--- src/rtl/bnn_accum_ctrl_if.sv ---
// Handshake and data bundle for bnn_accum_ctrl.
//   master : the beat source / consumer side. It drives start, num_beats, bias, in_valid,
//            tree_sum and out_ready.
//   slave  : the controller. It drives in_ready, tree_issue, out_valid, out_sum, out_bit
//            and busy.
// Signal widths follow WIDTH_IN and BEATS_W:
//   tree_sum is WIDTH_IN+11 bits.
//   bias and out_sum are ACC_W = WIDTH_IN+11+BEATS_W bits.
interface bnn_accum_ctrl_if #(
    parameter int unsigned WIDTH_IN = 8,
    parameter int unsigned BEATS_W  = 6
);
    localparam int unsigned TREE_W = WIDTH_IN + 11;
    localparam int unsigned ACC_W  = TREE_W + BEATS_W;

    logic                     start;
    logic [BEATS_W-1:0]       num_beats;
    logic signed [ACC_W-1:0]  bias;
    logic                     in_valid;
    logic                     in_ready;
    logic                     tree_issue;
    logic signed [TREE_W-1:0] tree_sum;
    logic                     out_valid;
    logic                     out_ready;
    logic signed [ACC_W-1:0]  out_sum;
    logic                     out_bit;
    logic                     busy;

    modport master (
        output start, num_beats, bias, in_valid, tree_sum, out_ready,
        input  in_ready, tree_issue, out_valid, out_sum, out_bit, busy
    );

    modport slave (
        input  start, num_beats, bias, in_valid, tree_sum, out_ready,
        output in_ready, tree_issue, out_valid, out_sum, out_bit, busy
    );
endinterface

--- src/rtl/bnn_accum_ctrl.sv ---
// Sequences one neuron's dot product through a pipelined adder tree. The block works in
// these steps:
//   1. It accepts num_beats input beats.
//   2. It tracks their sums through the tree with a latency-matched valid shift register.
//   3. It accumulates each sum onto a bias.
//   4. It hands the result and its sign bit to the consumer on a valid/ready handshake.
// Ports:
//   clk    : rising-edge clock
//   rst_n  : asynchronous active-low reset
//   bus_io : bnn_accum_ctrl_if.slave. It carries the start/config inputs, the beat
//            handshake, tree_sum, the result handshake and busy.
module bnn_accum_ctrl #(
    parameter int unsigned WIDTH_IN = 8,
    parameter int unsigned TREE_LAT = 4,
    parameter int unsigned BEATS_W  = 6
) (
    input  logic            clk,
    input  logic            rst_n,
    bnn_accum_ctrl_if.slave bus_io
);
    localparam int unsigned TREE_W = WIDTH_IN + 11;
    localparam int unsigned ACC_W  = TREE_W + BEATS_W;
    // Selects the output tap of the valid shift register. Written so TREE_LAT=1 still works.
    localparam logic [TREE_LAT-1:0] LastTap = TREE_LAT'(1) << (TREE_LAT - 1);

    typedef enum logic [1:0] {StIdle, StFeed, StDrain, StDone} state_e;

    state_e                  state_q, state_d;
    logic signed [ACC_W-1:0] acc_q, acc_d;
    logic [BEATS_W-1:0]      cnt_q, cnt_d;
    logic [BEATS_W-1:0]      nb_q, nb_d;
    logic [TREE_LAT-1:0]     vld_q, vld_d;

    logic                    in_ready;
    logic                    issue;
    logic                    tap_valid;
    logic                    earlier_pending;
    logic signed [ACC_W-1:0] sum_ext;

    always_comb begin
        in_ready        = (state_q == StFeed);
        issue           = bus_io.in_valid & in_ready;
        tap_valid       = |(vld_q & LastTap);
        earlier_pending = |(vld_q & ~LastTap);
        sum_ext         = {{BEATS_W{bus_io.tree_sum[TREE_W-1]}}, bus_io.tree_sum};

        state_d = state_q;
        acc_d   = acc_q;
        cnt_d   = cnt_q;
        nb_d    = nb_q;
        // The valid shift register runs in every state.
        // A shift instead of a slice keeps TREE_LAT=1 legal.
        vld_d   = (vld_q << 1) | TREE_LAT'(issue);

        // A sum arriving on the tap is accumulated in whatever state we are in.
        // Only FEED and DRAIN can actually see one.
        if (tap_valid) begin
            acc_d = acc_q + sum_ext;
        end

        unique case (state_q)
            StIdle: begin
                if (bus_io.start) begin
                    nb_d    = bus_io.num_beats;
                    acc_d   = bus_io.bias;
                    cnt_d   = '0;
                    state_d = (bus_io.num_beats == '0) ? StDone : StFeed;
                end
            end
            StFeed: begin
                if (issue) begin
                    cnt_d = cnt_q + BEATS_W'(1);
                    if (cnt_q == nb_q - BEATS_W'(1)) begin
                        state_d = StDrain;
                    end
                end
            end
            StDrain: begin
                // No new beats enter in DRAIN. A lone sum on the tap is therefore the last one.
                if (tap_valid && !earlier_pending) begin
                    state_d = StDone;
                end
            end
            StDone: begin
                if (bus_io.out_ready) begin
                    state_d = StIdle;
                end
            end
            default: state_d = StIdle;
        endcase
    end

    always_ff @(posedge clk or negedge rst_n) begin
        if (!rst_n) begin
            state_q <= StIdle;
            acc_q   <= '0;
            cnt_q   <= '0;
            nb_q    <= '0;
            vld_q   <= '0;
        end else begin
            state_q <= state_d;
            acc_q   <= acc_d;
            cnt_q   <= cnt_d;
            nb_q    <= nb_d;
            vld_q   <= vld_d;
        end
    end

    // The result outputs are gated by DONE. This keeps out_bit at 0 in reset and idle even
    // though ~acc[MSB] would be 1 there.
    assign bus_io.in_ready   = in_ready;
    assign bus_io.tree_issue = issue;
    assign bus_io.out_valid  = (state_q == StDone);
    assign bus_io.out_sum    = (state_q == StDone) ? acc_q : '0;
    assign bus_io.out_bit    = (state_q == StDone) & ~acc_q[ACC_W-1];
    assign bus_io.busy       = (state_q != StIdle);
endmodule

--- src/flat_wrapper.sv ---
// flat-port wrapper written by rule: the top's interface ports become plain ports
module bnn_accum_ctrl_flat 
#(
    parameter int unsigned WIDTH_IN = 8,
    parameter int unsigned TREE_LAT = 4,
    parameter int unsigned BEATS_W  = 6
)
  (clk, rst_n, bus_io_start, bus_io_num_beats, bus_io_bias, bus_io_in_valid, bus_io_tree_sum, bus_io_out_ready, bus_io_in_ready, bus_io_tree_issue, bus_io_out_valid, bus_io_out_sum, bus_io_out_bit, bus_io_busy);
  bnn_accum_ctrl_if #(.WIDTH_IN(WIDTH_IN), .BEATS_W(BEATS_W)) bus_io_i ();
  input  logic clk;
  input  logic rst_n;
  input wire logic [$bits(bus_io_i.start)-1:0] bus_io_start;
  input wire logic [$bits(bus_io_i.num_beats)-1:0] bus_io_num_beats;
  input wire logic [$bits(bus_io_i.bias)-1:0] bus_io_bias;
  input wire logic [$bits(bus_io_i.in_valid)-1:0] bus_io_in_valid;
  input wire logic [$bits(bus_io_i.tree_sum)-1:0] bus_io_tree_sum;
  input wire logic [$bits(bus_io_i.out_ready)-1:0] bus_io_out_ready;
  output wire logic [$bits(bus_io_i.in_ready)-1:0] bus_io_in_ready;
  output wire logic [$bits(bus_io_i.tree_issue)-1:0] bus_io_tree_issue;
  output wire logic [$bits(bus_io_i.out_valid)-1:0] bus_io_out_valid;
  output wire logic [$bits(bus_io_i.out_sum)-1:0] bus_io_out_sum;
  output wire logic [$bits(bus_io_i.out_bit)-1:0] bus_io_out_bit;
  output wire logic [$bits(bus_io_i.busy)-1:0] bus_io_busy;
  assign bus_io_i.start = bus_io_start;
  assign bus_io_i.num_beats = bus_io_num_beats;
  assign bus_io_i.bias = bus_io_bias;
  assign bus_io_i.in_valid = bus_io_in_valid;
  assign bus_io_i.tree_sum = bus_io_tree_sum;
  assign bus_io_i.out_ready = bus_io_out_ready;
  assign bus_io_in_ready = bus_io_i.in_ready;
  assign bus_io_tree_issue = bus_io_i.tree_issue;
  assign bus_io_out_valid = bus_io_i.out_valid;
  assign bus_io_out_sum = bus_io_i.out_sum;
  assign bus_io_out_bit = bus_io_i.out_bit;
  assign bus_io_busy = bus_io_i.busy;
  bnn_accum_ctrl #(.WIDTH_IN(WIDTH_IN), .TREE_LAT(TREE_LAT), .BEATS_W(BEATS_W)) u_core (.clk(clk), .rst_n(rst_n), .bus_io(bus_io_i));
endmodule
--- config.mk ---
export PLATFORM = sky130hd
export DESIGN_NAME = bnn_accum_ctrl_flat
export DESIGN_NICKNAME = d
export VERILOG_FILES = /design/src/rtl/bnn_accum_ctrl_if.sv /design/src/rtl/bnn_accum_ctrl.sv /design/src/flat_wrapper.sv
export SDC_FILE = /design/constraint.sdc
export NUM_CORES = 1
export LEC_CHECK = 0
export ABC_AREA = 1
export CAP_MARGIN = 20
export CORE_MARGIN = 2
export CORE_UTILIZATION = 53
export CTS_CLUSTER_DIAMETER = 120
export DETAILED_ROUTE_END_ITERATION = 10
export PLACE_DENSITY = 0.82
export SYNTH_ARGS = -nofsm -noshare
export SYNTH_HDL_FRONTEND = slang
export SYNTH_SLANG_ARGS = --single-unit
--- constraint.sdc ---
create_clock -name clk -period 1.9 [get_ports clk]
set_input_delay 0.285 -clock clk [delete_from_list [all_inputs] [get_ports clk]]
set_output_delay 0.285 -clock clk [all_outputs]
set_load 0.1 [all_outputs]
# --- After elaboration in Yosys (flattened, before gate mapping) ---
# Index checks and enable logic that the tools add are counted.
classes:
  addsub: 3
  eq_ne: 9
  mux: 14
  n_bitwise: 4
  reduce_logical: 10
ops:
  columns: ["operator", "n"]
  rows:
  - ["2-to-1 mux 25 bit", 4]
  - ["adder 25 x 19 -> 25 bit", 1]
  - ["2-to-1 mux 2 bit", 6]
  - ["2-to-1 mux 6 bit", 2]
  - ["one-hot mux 6 bit (2 select lines)", 1]
  - ["one-hot mux 2 bit (4 select lines)", 1]
  - ["adder 6 x 1 -> 6 bit (second input constant)", 1]
  - ["== test 6 bit", 1]
  - ["logical NOT 6 bit", 1]
  - ["!= test 2 x 1 -> 1 bit (second input constant)", 3]
  - ["subtractor 6 x 1 -> 6 bit (second input constant)", 1]
  - ["AND reduction 5 bit", 1]
  - ["== test 2 bit (second input constant)", 2]
  - ["!= test 2 bit (second input constant)", 2]
  - ["OR 4 x 1 -> 4 bit", 1]
  - ["nonzero test 2 bit", 2]
  - ["AND reduction 3 bit", 1]
  - ["OR reduction 3 bit", 1]
  - ["bitwise AND 1 bit", 2]
  - ["== test 2 x 1 -> 1 bit (second input constant)", 1]
  - ["logical NOT 2 bit", 1]
  - ["AND reduction 2 bit", 1]
  - ["logical AND 1 bit", 1]
  - ["logical NOT 1 bit", 1]
  - ["inverter 1 bit", 1]
word_totals:
  ff_bits: 43
  inputBits: 55
  output_inout_bits: 30
  wordCells: 45

# --- Longest topological paths before layout ---
# Gate-level depths: netlist of run 1.
depth:
  depth_word: 5
  depth_mapped: 12
  ltp_nobuf: 12

# --- Least setup slack after synthesis of run 1 ---
# OpenSTA, ideal clock, no wires.
synth_path:
  path_kind: "reg-to-output"
  from: "register u_core.state_q[0]"
  to: "output port bus_io_out_bit"
  arrival_time_ps: 2805
  required_time_ps: 1615
  slack_ps: -1190
  path_stages_with_launch: 5
  cell_sequence: "dfrtp_1 ha_1 clkbuf_1 inv_1 nor2_1"
synth_via:
  elab_chain_len: 2
synth_rtl:
  columns: ["element", "line", "rtl"]
  rows:
  - ["from (decl)", "bnn_accum_ctrl.sv:28", "state_e state_q, state_d;"]
  - ["from (signal assigned)", "bnn_accum_ctrl.sv:95", "state_q <= StIdle;"]
  - ["from (signal assigned)", "bnn_accum_ctrl.sv:101", "state_q <= state_d;"]
  - ["== test 2 bit", null, null]
  - ["named net bus_io_out_valid", "flat_wrapper.sv:20", "output wire logic [$bits(bus_io_i.out_valid)-1:0] bus_io_out_valid;"]
  - ["bitwise AND 1 bit", "bnn_accum_ctrl.sv:115", "assign bus_io.out_bit = (state_q == StDone) & ~acc_q[ACC_W-1];"]
  - ["to (decl)", "flat_wrapper.sv:22", "output wire logic [$bits(bus_io_i.out_bit)-1:0] bus_io_out_bit;"]
# The timed path passes the listed nets, and every way through them passes these cells.

# --- Final worst setup path of run 1 ---
layout_path:
  from: "register u_core.acc_q[0]"
  to: "register u_core.acc_q[20]"
layout_via:
  elab_chain_len: 4
layout_rtl:
  columns: ["element", "line", "rtl"]
  rows:
  - ["from (decl)", "bnn_accum_ctrl.sv:29", "logic signed [ACC_W-1:0] acc_q, acc_d;"]
  - ["from (signal assigned)", "bnn_accum_ctrl.sv:96", "acc_q <= '0;"]
  - ["from (signal assigned)", "bnn_accum_ctrl.sv:102", "acc_q <= acc_d;"]
  - ["adder 25 x 19 -> 25 bit *", "bnn_accum_ctrl.sv:58", "acc_d = acc_q + sum_ext;"]
  - ["2-to-1 mux 25 bit *", "bnn_accum_ctrl.sv:57", "if (tap_valid) begin"]
  - ["2-to-1 mux 25 bit", "bnn_accum_ctrl.sv:63", "if (bus_io.start) begin"]
  - ["2-to-1 mux 25 bit *", "bnn_accum_ctrl.sv:61", "unique case (state_q)"]
  - ["named net u_core.acc_d[20]", "bnn_accum_ctrl.sv:29", null]
# Mark *: on every way through the listed nets, which the timed path passes. The rest lies on a longest branch.
# A chain may end at the register's enable or synchronous reset.

==> summary.txt, run 1 <==
Hold path
  • Worst hold path type: register to register

CTS
  • CTS Buf Count: 5
  • Root Buffer: clkbuf_8
  • Clock Latency Late Sink: 0.31 ns
  • Clock transition at the registers of the reported paths: approximately 0.10 ns
  • TritonCTS clock tree: yes
  • Sink Count: 43
  • Max clock buf depth: 2
  • CTS H-tree lvls: 2

Finish
  • Fillers: 527
  • Register area: between 1000 and 1500 µm²
  • Layout Area Growth over Synthesis: 52.5%
  • Antenna Cells: 0
  • Layout cells sized above 1: between 20% and 30%
  • Multi-input gate area: 2930 µm²
  • Nets: around 900

Run
  • Max-Cap Viols: 0

Synth
  • Share of the synthesized area in the top cell type: 25.8%
  • Avg Synthesized Cell Area: about 6 µm²
  • Number of synthesized flops with an enable pin: 0
  • YS warnings: 0
  • Post-synthesis sequential area ratio: 25.8%
  • Most common library cells after synthesis: nand2_1, inv_1, nor2_1
  • Area contributors post-synth: dfrtp_1, nand2_1, inv_1
  • Predominant post-synthesis flop cell: dfrtp_1
  • Post-synthesis register bit count: 43
  • Most frequent cell after synthesis: nand2_1
  • Synthesized instance count: roughly 690
  • Yosys cell types: 32
  • Syn Std Cell Area: roughly 4200 µm²
  • Synth async-reset ratio: 100%
  • Post-synthesis net count: between 700 and 800
  • Area leader, netlist: dfrtp_1

GRT
  • First-pass GRT wire length: 21.7 mm
  • Vias in the first global route: around 4800
  • Initial antenna violation count: 0
  • Total track usage: a little under a third
  • Pin count of the biggest net entering global routing: 28
  • Grt total ovfl: 0

Power and ir drop
  • Leak Pwr: ~3.0 nW
  • Worst VDD drop: 1.37 mV
  • PwrDens: approximately 1600 nW/µm²

Critical path
  • CP max-delay cell: dfrtp_1
  • Critical path arrival: approximately 2.1 ns
  • Critical path class: register to register
  • Critical-path cell list: ha_4, fa_2, nand3_1, nand3_2, nand3b_1, nand3_1, nand2_1, nand3_1, a21oi_2
  • CP max stage delay: ~0.44 ns
  • CP endpoint kind: register
  • Required time of the critical path: 2.14 ns
  • Startpoint types: register
  • Critical path fanouts, max: 5
  • Top cell by count, worst path: nand3_1

Timing
  • RSZ-0062 raised after global routing: yes
  • TNS Setup: 0 ns
  • Relative slew slack: ~68%
  • Fin. max-slew vios: 0
  • Setup Skew: 0.00542 ns
  • Hold slack: 0.395 ns
  • Fin crit period: 1.89 ns
  • Period utilization: 99.7%
  • Worst slew pin tran: ~0.48 ns
  • F_max: roughly 0.53 GHz
  • Final hold vios: 0
  • Setup-failing EPs final: 0

Detailed routing
  • Post-route antenna net violation count: 0
  • DRC violations left: 0
  • Vias per cell: around 5.4
  • Final WL: ~14 mm
  • Detailed Route Iter0 Violations: 283
  • DRT Pass-1 Iters: 5
  • Avg WL per Cell: roughly 15 µm
  • Vias: around 5000

Die
  • Core area: slightly below 8000 µm²
  • Initial Util: a little over half
  • Die height: approximately 90 µm
  • Top Ports: between 80 and 90
  • Die area: about 8600 µm²
  • FP Rows: 32
  • Die width: ~93 µm

Placement
  • GP Congestion: between 0.9 and 1
  • Port Buffer Count: between 80 and 90
  • Post-DP HPWL: around 10 mm

Status
  • Status: completed
## flip-flops by register name, summed over array words and instances (netlist names)
register	cells
u_core.acc_q	25
u_core.cnt_q	6
u_core.nb_q	6
u_core.state_q	2
u_core.vld_q	4
## worst max-delay path: cells and delay by family, from the launching register on
family	cells	cell delay, ns
compound gates	1	0.15
fa+ha+maj	2	0.60
flops	1	0.44
simple gates	6	0.64
## path summary, 6_finish.rpt
path	start	endpoint	slack (ns)	cells past startpoint
setup / recovery	u_core.acc_q[0]	u_core.acc_q[20]	0.006	9
hold / removal	u_core.vld_q[0]	u_core.vld_q[1]	0.40	0
setup reg to reg	u_core.acc_q[0]	u_core.acc_q[20]	0.006	9
hold reg to reg	u_core.vld_q[0]	u_core.vld_q[1]	0.40	0
max in group asynchronous	rst_n	u_core.state_q[0]	0.85	3
min in group asynchronous	rst_n	u_core.acc_q[11]	0.45	2
## repair_timing
action / CTS / global route
hold endpoints to repair: 15 / 0
hold buffers: 1 / 0
resized for setup: 5 / 69
endpoints found under the setup margin: 34 / 35
buffers inserted: 3 / 9
pin swaps: 1 / 14
## kinds of logic after synthesis
family | count (synthesis) | share of synthesized area, %
buf+inv | 145 | 13.2
fa+ha+maj | 31 | 9.49
simple gates | 383 | 38.8
xor+xnor | 11 | 2.31
flops | 43 | 25.8
compound gates | 81 | 10.4
## report_power, final
group          total, mW  switching (mW)  internal, mW
Combinational       7.91            4.72          3.20
Sequential          1.84           0.506          1.33
Clock              0.663           0.399         0.264
## final cells by class
type	instances	area share, %
clock buffer	5	1.08
clock inverter	3	0.374
inverter	131	9.04
multi-input combinational	506	46.1
sequential	43	17.0
tap	102	2.01
timing repair buffer	134	24.4
## per-layer routing
| layer | up-vias | global-route usage, % | part of all wire [%] |
|---|---|---|---|
| li1 | 2409 | - | - |
| met1 | 2345 | 38.9 | 41 |
| met3 | 39 | 4.64 | 6.3 |
| met4 | 0 | 10.2 | 2.4 |
| met2 | 200 | 56.7 | 51 |
| met5 | - | 0 | 0 |
## stage by stage
step | utilization (%) | instances | area, µm² | power, mW | setup slack [ns]
floorplan | - | 694 | 4300 | 6.41 | -0.161
global placement | 75.2 | 903 | 5780 | 8.45 | -0.336
detailed placement | 75.2 | 903 | 5780 | 8.67 | -0.399
CTS | 77.3 | 915 | 5940 | 9.45 | 0.00609
global route | 82.6 | 924 | 6350 | 11.2 | -0.0874
finish | 82.6 | 924 | 6350 | 10.4 | 0.00557
## placed cells by master, fill, tap and decap left out, types with 2 or more instances in the layout
cell,count
nor2_4,7
ha_1,11
clkinvlp_4,24
clkdlybuf4s50_1,51
nor2_2,10
clkbuf_8,5
o22ai_1,2
dfrtp_1,41
nor2_1,53
dfrtp_2,2
nand4_1,8
ha_4,17
ha_2,2
nor3_1,3
nand3b_1,6
o211ai_1,2
inv_1,103
xor2_1,7
o21ai_0,15
buf_4,46
nand3_1,35
a21oi_1,44
nand2_2,20
buf_12,32
o21ai_1,2
a21oi_2,8
inv_2,5
xnor2_1,4
a31oi_1,6
nand2_4,3
nand3_2,7
nand2_1,225
nand3_4,2
No activity file was read; power rests on OpenSTA's default activity.
==> run 2: changes to the inputs <==
- MAX_ROUTING_LAYER: default -> met4
==> run 2 against run 1 <==
  * The flow now finishes with violations (negative setup slack)
  * First-iteration DRC count up 7.1%
  * Setup slack worse by 0.055 ns
  * Sequential share of layout area increased by 0.20 points
  * Largest cell class unchanged
  * Highest routed layer unchanged
==> summary.txt, run 2 (synthesis results as in run 1) <==
Status
  • Status: finished, violations left
  • Failing checks: negative setup slack

Detailed routing
  • Vias per cell: approximately 5.3
  • Avg WL per Cell: 14.9 µm
  • DRC violations left: 0
  • DRT Pass-1 Iters: 6
  • Post-route antenna net violation count: 0
  • Detailed Route Iter0 Violations: 303
  • Final WL: 13.8 mm
  • Vias: roughly 5000

CTS
  • CTS H-tree lvls: 2
  • CTS Buf Count: 5
  • Max clock buf depth: 2
  • Clock transition at the registers of the reported paths: roughly 0.090 ns
  • TritonCTS clock tree: yes
  • Root Buffer: clkbuf_8
  • Sink Count: between 40 and 50
  • Clock Latency Late Sink: just over 0.3 ns

Power and ir drop
  • Worst VDD drop: between 1 and 1.5 mV
  • PwrDens: approximately 1600 nW/µm²
  • Leak Pwr: ~3 nW

Timing
  • Relative slew slack: between 60% and 70%
  • Fin. max-slew vios: 0
  • Period utilization: 103%
  • Setup-failing EPs final: 2
  • F_max: 0.513 GHz
  • TNS Setup: -0.0614 ns
  • Setup Skew: 0.00796 ns
  • RSZ-0062 raised after global routing: yes
  • Post-route worst setup slack: -0.0493 ns
  • Fin crit period: between 1.5 and 2 ns
  • Final hold vios: 0
  • Worst slew pin tran: 0.505 ns

Die
  • Die height: between 90 and 100 µm
  • Die width: about 90 µm
  • Initial Util: between 50% and 60%
  • Core area: 7690 µm²
  • Top Ports: 85
  • Die area: roughly 8600 µm²
  • FP Rows: 32

Placement
  • Placed Area: around 5800 µm²
  • Port Buffer Count: 84
  • Post-Place Setup Slack: -0.410 ns
  • GP Congestion: about 0.94
  • Post-DP HPWL: 9.96 mm

Finish
  • Final Instance Area: roughly 6300 µm²
  • Layout cells sized above 1: 22.7%
  • Antenna Cells: 0
  • Max reg flops: 25
  • Nets: ~910
  • Reg with most FFs: u_core.acc_q
  • Fillers: 540
  • Commonest non-fill, non-tap cell in the layout: nand2_1
  • Post-Route Utilization: between 80% and 90%
  • Commonest cells after routing, fill and taps aside: nand2_1, inv_1, nor2_1
  • Layout Area Growth over Synthesis: 50.8%
  • Top flop regs: u_core.acc_q (25), u_core.cnt_q (6), u_core.nb_q (6)

Hold path
  • Worst hold path type: register to register

Critical path
  • CP max-delay cell: fa_2
  • Required time of the critical path: 2.14 ns
  • Critical path fanouts, max: 5
  • CP endpoint kind: register
  • Critical path arrival: between 2 and 2.5 ns
  • Critical path class: register to register
  • Top cell by count, worst path: nand2_2
  • Critical-path cell list: ha_4, fa_2, nand2_2, nand2_2, nand3_2, nand2_2, nand2_2, nand3_2, nand2_1, nand3_1, a21oi_1
  • CP max stage delay: ~0.44 ns
  • Startpoint types: register

GRT
  • Pin count of the biggest net entering global routing: 28
  • Total track usage: 31.4%
  • First-pass GRT wire length: around 21 mm
  • Initial antenna violation count: 0
  • Grt total ovfl: 0
  • Vias in the first global route: 4820

Run
  • Max-Cap Viols: 0
-- run 2: area by class of cell --
| class | count | area (µm²) | area share (%) |
|---|---|---|---|
| clock buffers | 6 | 72.6 | 1.16 |
| clock inverters | 2 | 12.5 | 0.199 |
| inverters | 131 | 574 | 9.15 |
| multi-input cells | 506 | 2870 | 45.7 |
| flip-flops and latches | 43 | 1080 | 17.2 |
| well taps | 102 | 128 | 2.03 |
| repair buffers | 133 | 1550 | 24.6 |
-- run 2: power by group --
group | internal, mW | switching, mW | total, mW
clock | 0.258 | 0.373 | 0.632
combinational | 3.11 | 4.67 | 7.78
sequential | 1.33 | 0.490 | 1.82
total | 4.70 | 5.53 | 10.2
-- run 2: final timing paths --
path	startpoint	to	slack (ns)	depth (start not counted)
min reg2reg	u_core.vld_q[0]	u_core.vld_q[1]	0.40	0
max	u_core.acc_q[0]	u_core.acc_q[24]	-0.05	11
max in group asynchronous	rst_n	u_core.state_q[0]	0.82	3
min	u_core.vld_q[0]	u_core.vld_q[1]	0.40	0
max reg2reg	u_core.acc_q[0]	u_core.acc_q[24]	-0.05	11
min in group asynchronous	rst_n	u_core.acc_q[11]	0.46	2
-- run 2: worst max-delay path, delay by kind of cell, from the launching register on --
| family | cells | cell delay [ns] |
|---|---|---|
| AOI/OAI and AO/OA | 1 | 0.17 |
| adders and majority gates | 2 | 0.63 |
| DFF | 1 | 0.43 |
| and+or+nand+nor | 8 | 0.65 |
-- run 2: per-stage QoR --
| step | power (mW) | instances | hold slack (ns) |
|---|---|---|---|
| 2_1_floorplan | 6.41 | 694 | -0.0106 |
| 3_3_place_gp | 8.48 | 904 | 0.265 |
| 3_5_place_dp | 8.69 | 904 | 0.270 |
| 4_1_cts | 9.34 | 913 | 0.394 |
| 5_1_grt | 11.0 | 923 | 0.402 |
| 6_report | 10.2 | 923 | 0.399 |
-- run 2: per-layer routing --
metal	GRT usage (%)	wire length, µm
met1	38.2	5590
met4	12.9	427
met5	-	0
met3	3.50	939
met2	53.3	6840
-- run 2: timing repair --
action / in CTS / in global routing
buffers inserted: 0 / 10
resized for setup: 3 / 57
hold endpoints to repair: 16 / 0
setup endpoints to repair: 13 / 47
hold buffers: 1 / 0
pin swaps: 1 / 10
==> run 3: changes to the inputs <==
- RECOVER_POWER: default -> 100
==> run 3 against run 2 <==
  * The flow still finishes with violations (negative setup slack)
  * Core utilization down 0.91 points
  * Flip-flop and latch count stayed put
  * Clock skew grew 0.0012 ns
  * Clock power is essentially flat
  * Hold slack better by 0.0030 ns
  * Clock-buffer cell count is the same
  * Largest power group unchanged
  * Maximum frequency decreased by 0.72%
  * Cell count unchanged
  * Wire length is 0.13% higher
  * Highest routed layer unchanged
  * Sequential power about the same
  * Cell area shrank 1.1%
  * Largest cell class unchanged
  * First-iteration DRC count decreased by 2.0%
  * Critical endpoint unchanged
==> summary.txt, run 3 (synthesis results as in run 1) <==
Timing
  • RSZ-0062 raised after global routing: yes
  • Period utilization: 103%
  • Final hold vios: 0
  • Relative slew slack: 21.7%
  • Fin crit period: 1.96 ns
  • Post-route worst setup slack: -0.0634 ns
  • Setup Skew: 0.00914 ns
  • F_max: around 0.5 GHz
  • Worst slew pin tran: roughly 1.2 ns
  • Fin. max-slew vios: 0
  • Setup-failing EPs final: 3

Die
  • Core area: between 7000 and 8000 µm²
  • Die width: just over 90 µm
  • Initial Util: 54.2%
  • Die area: 8580 µm²
  • Die height: around 90 µm
  • Top Ports: 85
  • FP Rows: 32

Critical path
  • Critical path class: register to register
  • CP max stage delay: between 0.4 and 0.5 ns
  • Top cell by count, worst path: nand2_2
  • Crit path launch: u_core.acc_q[0]
  • CP max-delay cell: fa_2
  • Worst reg2reg path startpoint: u_core.acc_q[0]
  • Crit path buf inv count: 0
  • Startpoint types: register
  • Critical path fanouts, max: 5
  • CP endpoint kind: register
  • Required time of the critical path: 2.13 ns
  • Critical path arrival: about 2.2 ns
  • Critical-path cell list: ha_4, fa_2, nand2_2, nand2_2, nand3_2, nand2_2, nand2_2, nand3_2, nand2_1, nand3_1, a21oi_1
  • Largest delay share family, worst path: simple AND/OR/NAND/NOR gates

GRT
  • Initial antenna violation count: 0
  • Grt total ovfl: 0
  • Total track usage: roughly a third
  • Vias in the first global route: 4820
  • GR Util met3: around 3.5%
  • First-pass GRT wire length: approximately 21 mm
  • GRT busiest layer: met2
  • Pin count of the biggest net entering global routing: 28
  • M1 GR Usage: a little under two fifths
  • GR Util met2: around 53%

Status
  • Failing checks: negative setup slack
  • Status: finished, violations left

CTS
  • Max clock buf depth: 2
  • Root Buffer: clkbuf_8
  • Clock transition at the registers of the reported paths: 0.09 ns
  • Clock Latency Late Sink: 0.31 ns
  • Sink Count: 43
  • TritonCTS clock tree: yes
  • CTS H-tree lvls: 2
  • CTS Buf Count: 5

Detailed routing
  • DRC violations left: 0
  • Vias: 4927
  • Detailed Route Iter0 Violations: about 300
  • Final WL: roughly 14 mm
  • Post-route antenna net violation count: 0
  • DRT Pass-1 Iters: 5
  • Avg WL per Cell: about 15 µm
  • Vias per cell: about 5.3

Finish
  • Commonest cells after routing, fill and taps aside: nand2_1, inv_1, nor2_1
  • Post-Route Utilization: about 80%
  • Cell Count, Final, Fillers Out: roughly 900
  • Layout cells sized above 1: between 20% and 30%
  • Nets: roughly 900
  • Reg with most FFs: u_core.acc_q
  • Fillers: ~560
  • Layout Area Growth over Synthesis: 49.1%
  • Top flop regs: u_core.acc_q (25), u_core.cnt_q (6), u_core.nb_q (6)
  • Antenna Cells: 0
  • Commonest non-fill, non-tap cell in the layout: nand2_1
  • Max reg flops: 25

Placement
  • Port Buffer Count: 84
  • Post-Place Cells: 904
  • GP Congestion: approximately 0.94
  • Post-Place Setup Slack: -0.410 ns
  • Post-DP HPWL: 9.96 mm

Power and ir drop
  • Leak Pwr: 3.04 nW
  • Worst VDD drop: about 1.2 mV
  • PwrDens: 1630 nW/µm²

Run
  • Max-Cap Viols: 0

Hold path
  • Worst hold path type: register to register
  • Hold path start: u_core.vld_q[2]
run 3: changes by cell type in the layout (fill, tap and decap cells not counted), sizes merged:
| cell | before | now |
|---|---|---|
| clkbuf | 6 | 12 |
| buf | 79 | 73 |
| clkdlybuf4s50 | 49 | 48 |
| dlygate4sd3 | 1 | 2 |
run 3: power breakdown:
part	switching, mW	internal (mW)
Sequential	0.490	1.33
Combinational	4.65	3.01
Clock	0.372	0.258
run 3: worst paths after layout:
check | end | slack, ns | cells past startpoint
max | u_core.acc_q[24] | -0.06 | 11
min | u_core.vld_q[3] | 0.40 | 0
max reg2reg | u_core.acc_q[24] | -0.06 | 11
min reg2reg | u_core.vld_q[3] | 0.40 | 0
max in group asynchronous | u_core.state_q[1] | 0.18 | 3
min in group asynchronous | u_core.acc_q[13] | 0.72 | 2
run 3: cell type report:
class	count	area, µm²	area share [%]
Timing Repair Buffer	133	1480	23.9
Clock buffer	6	72.6	1.17
Inverter	131	574	9.25
Multi-Input combinational cell	506	2860	46.1
Clock inverter	2	12.5	0.201
Sequential cell	43	1080	17.3
Tap cell	102	128	2.06
run 3: per-stage QoR:
step / cell area (µm²) / power (mW) / hold WS (ns) / setup TNS (ns)
after floorplan: 4300 / 6.41 / -0.0106 / -0.688
after global placement: 5790 / 8.48 / 0.265 / -4.90
after detailed placement: 5790 / 8.69 / 0.270 / -5.82
after CTS: 5880 / 9.34 / 0.394 / -0.0354
after global routing: 6210 / 10.9 / 0.402 / -1.06
final: 6210 / 10.1 / 0.402 / -0.0681
run 3: layer usage:
metal	wire length, µm	part of all wire (%)
met1	5640	41
met2	6850	50
met3	891	6.4
met4	440	3.2
met5	0	0
run 3: what timing repair did:
item / in CTS / in global routing
pin swaps: 1 / 10
cloned: 0 / 0
endpoints found under the hold margin: 16 / 0
setup endpoints to repair: 13 / 47
buffers inserted: 0 / 10
hold buffers: 1 / 0
gates resized for setup: 3 / 57
run 3: worst reg2reg max path, cell delays in order, from the launching register on:
cell and delay (ns):
dfrtp_1 0.43, ha_4 0.19, fa_2 0.44, nand2_2 0.12, nand2_2 0.06, nand3_2 0.08
nand2_2 0.08, nand2_2 0.08, nand3_2 0.07, nand2_1 0.08, nand3_1 0.08, a21oi_1 0.18
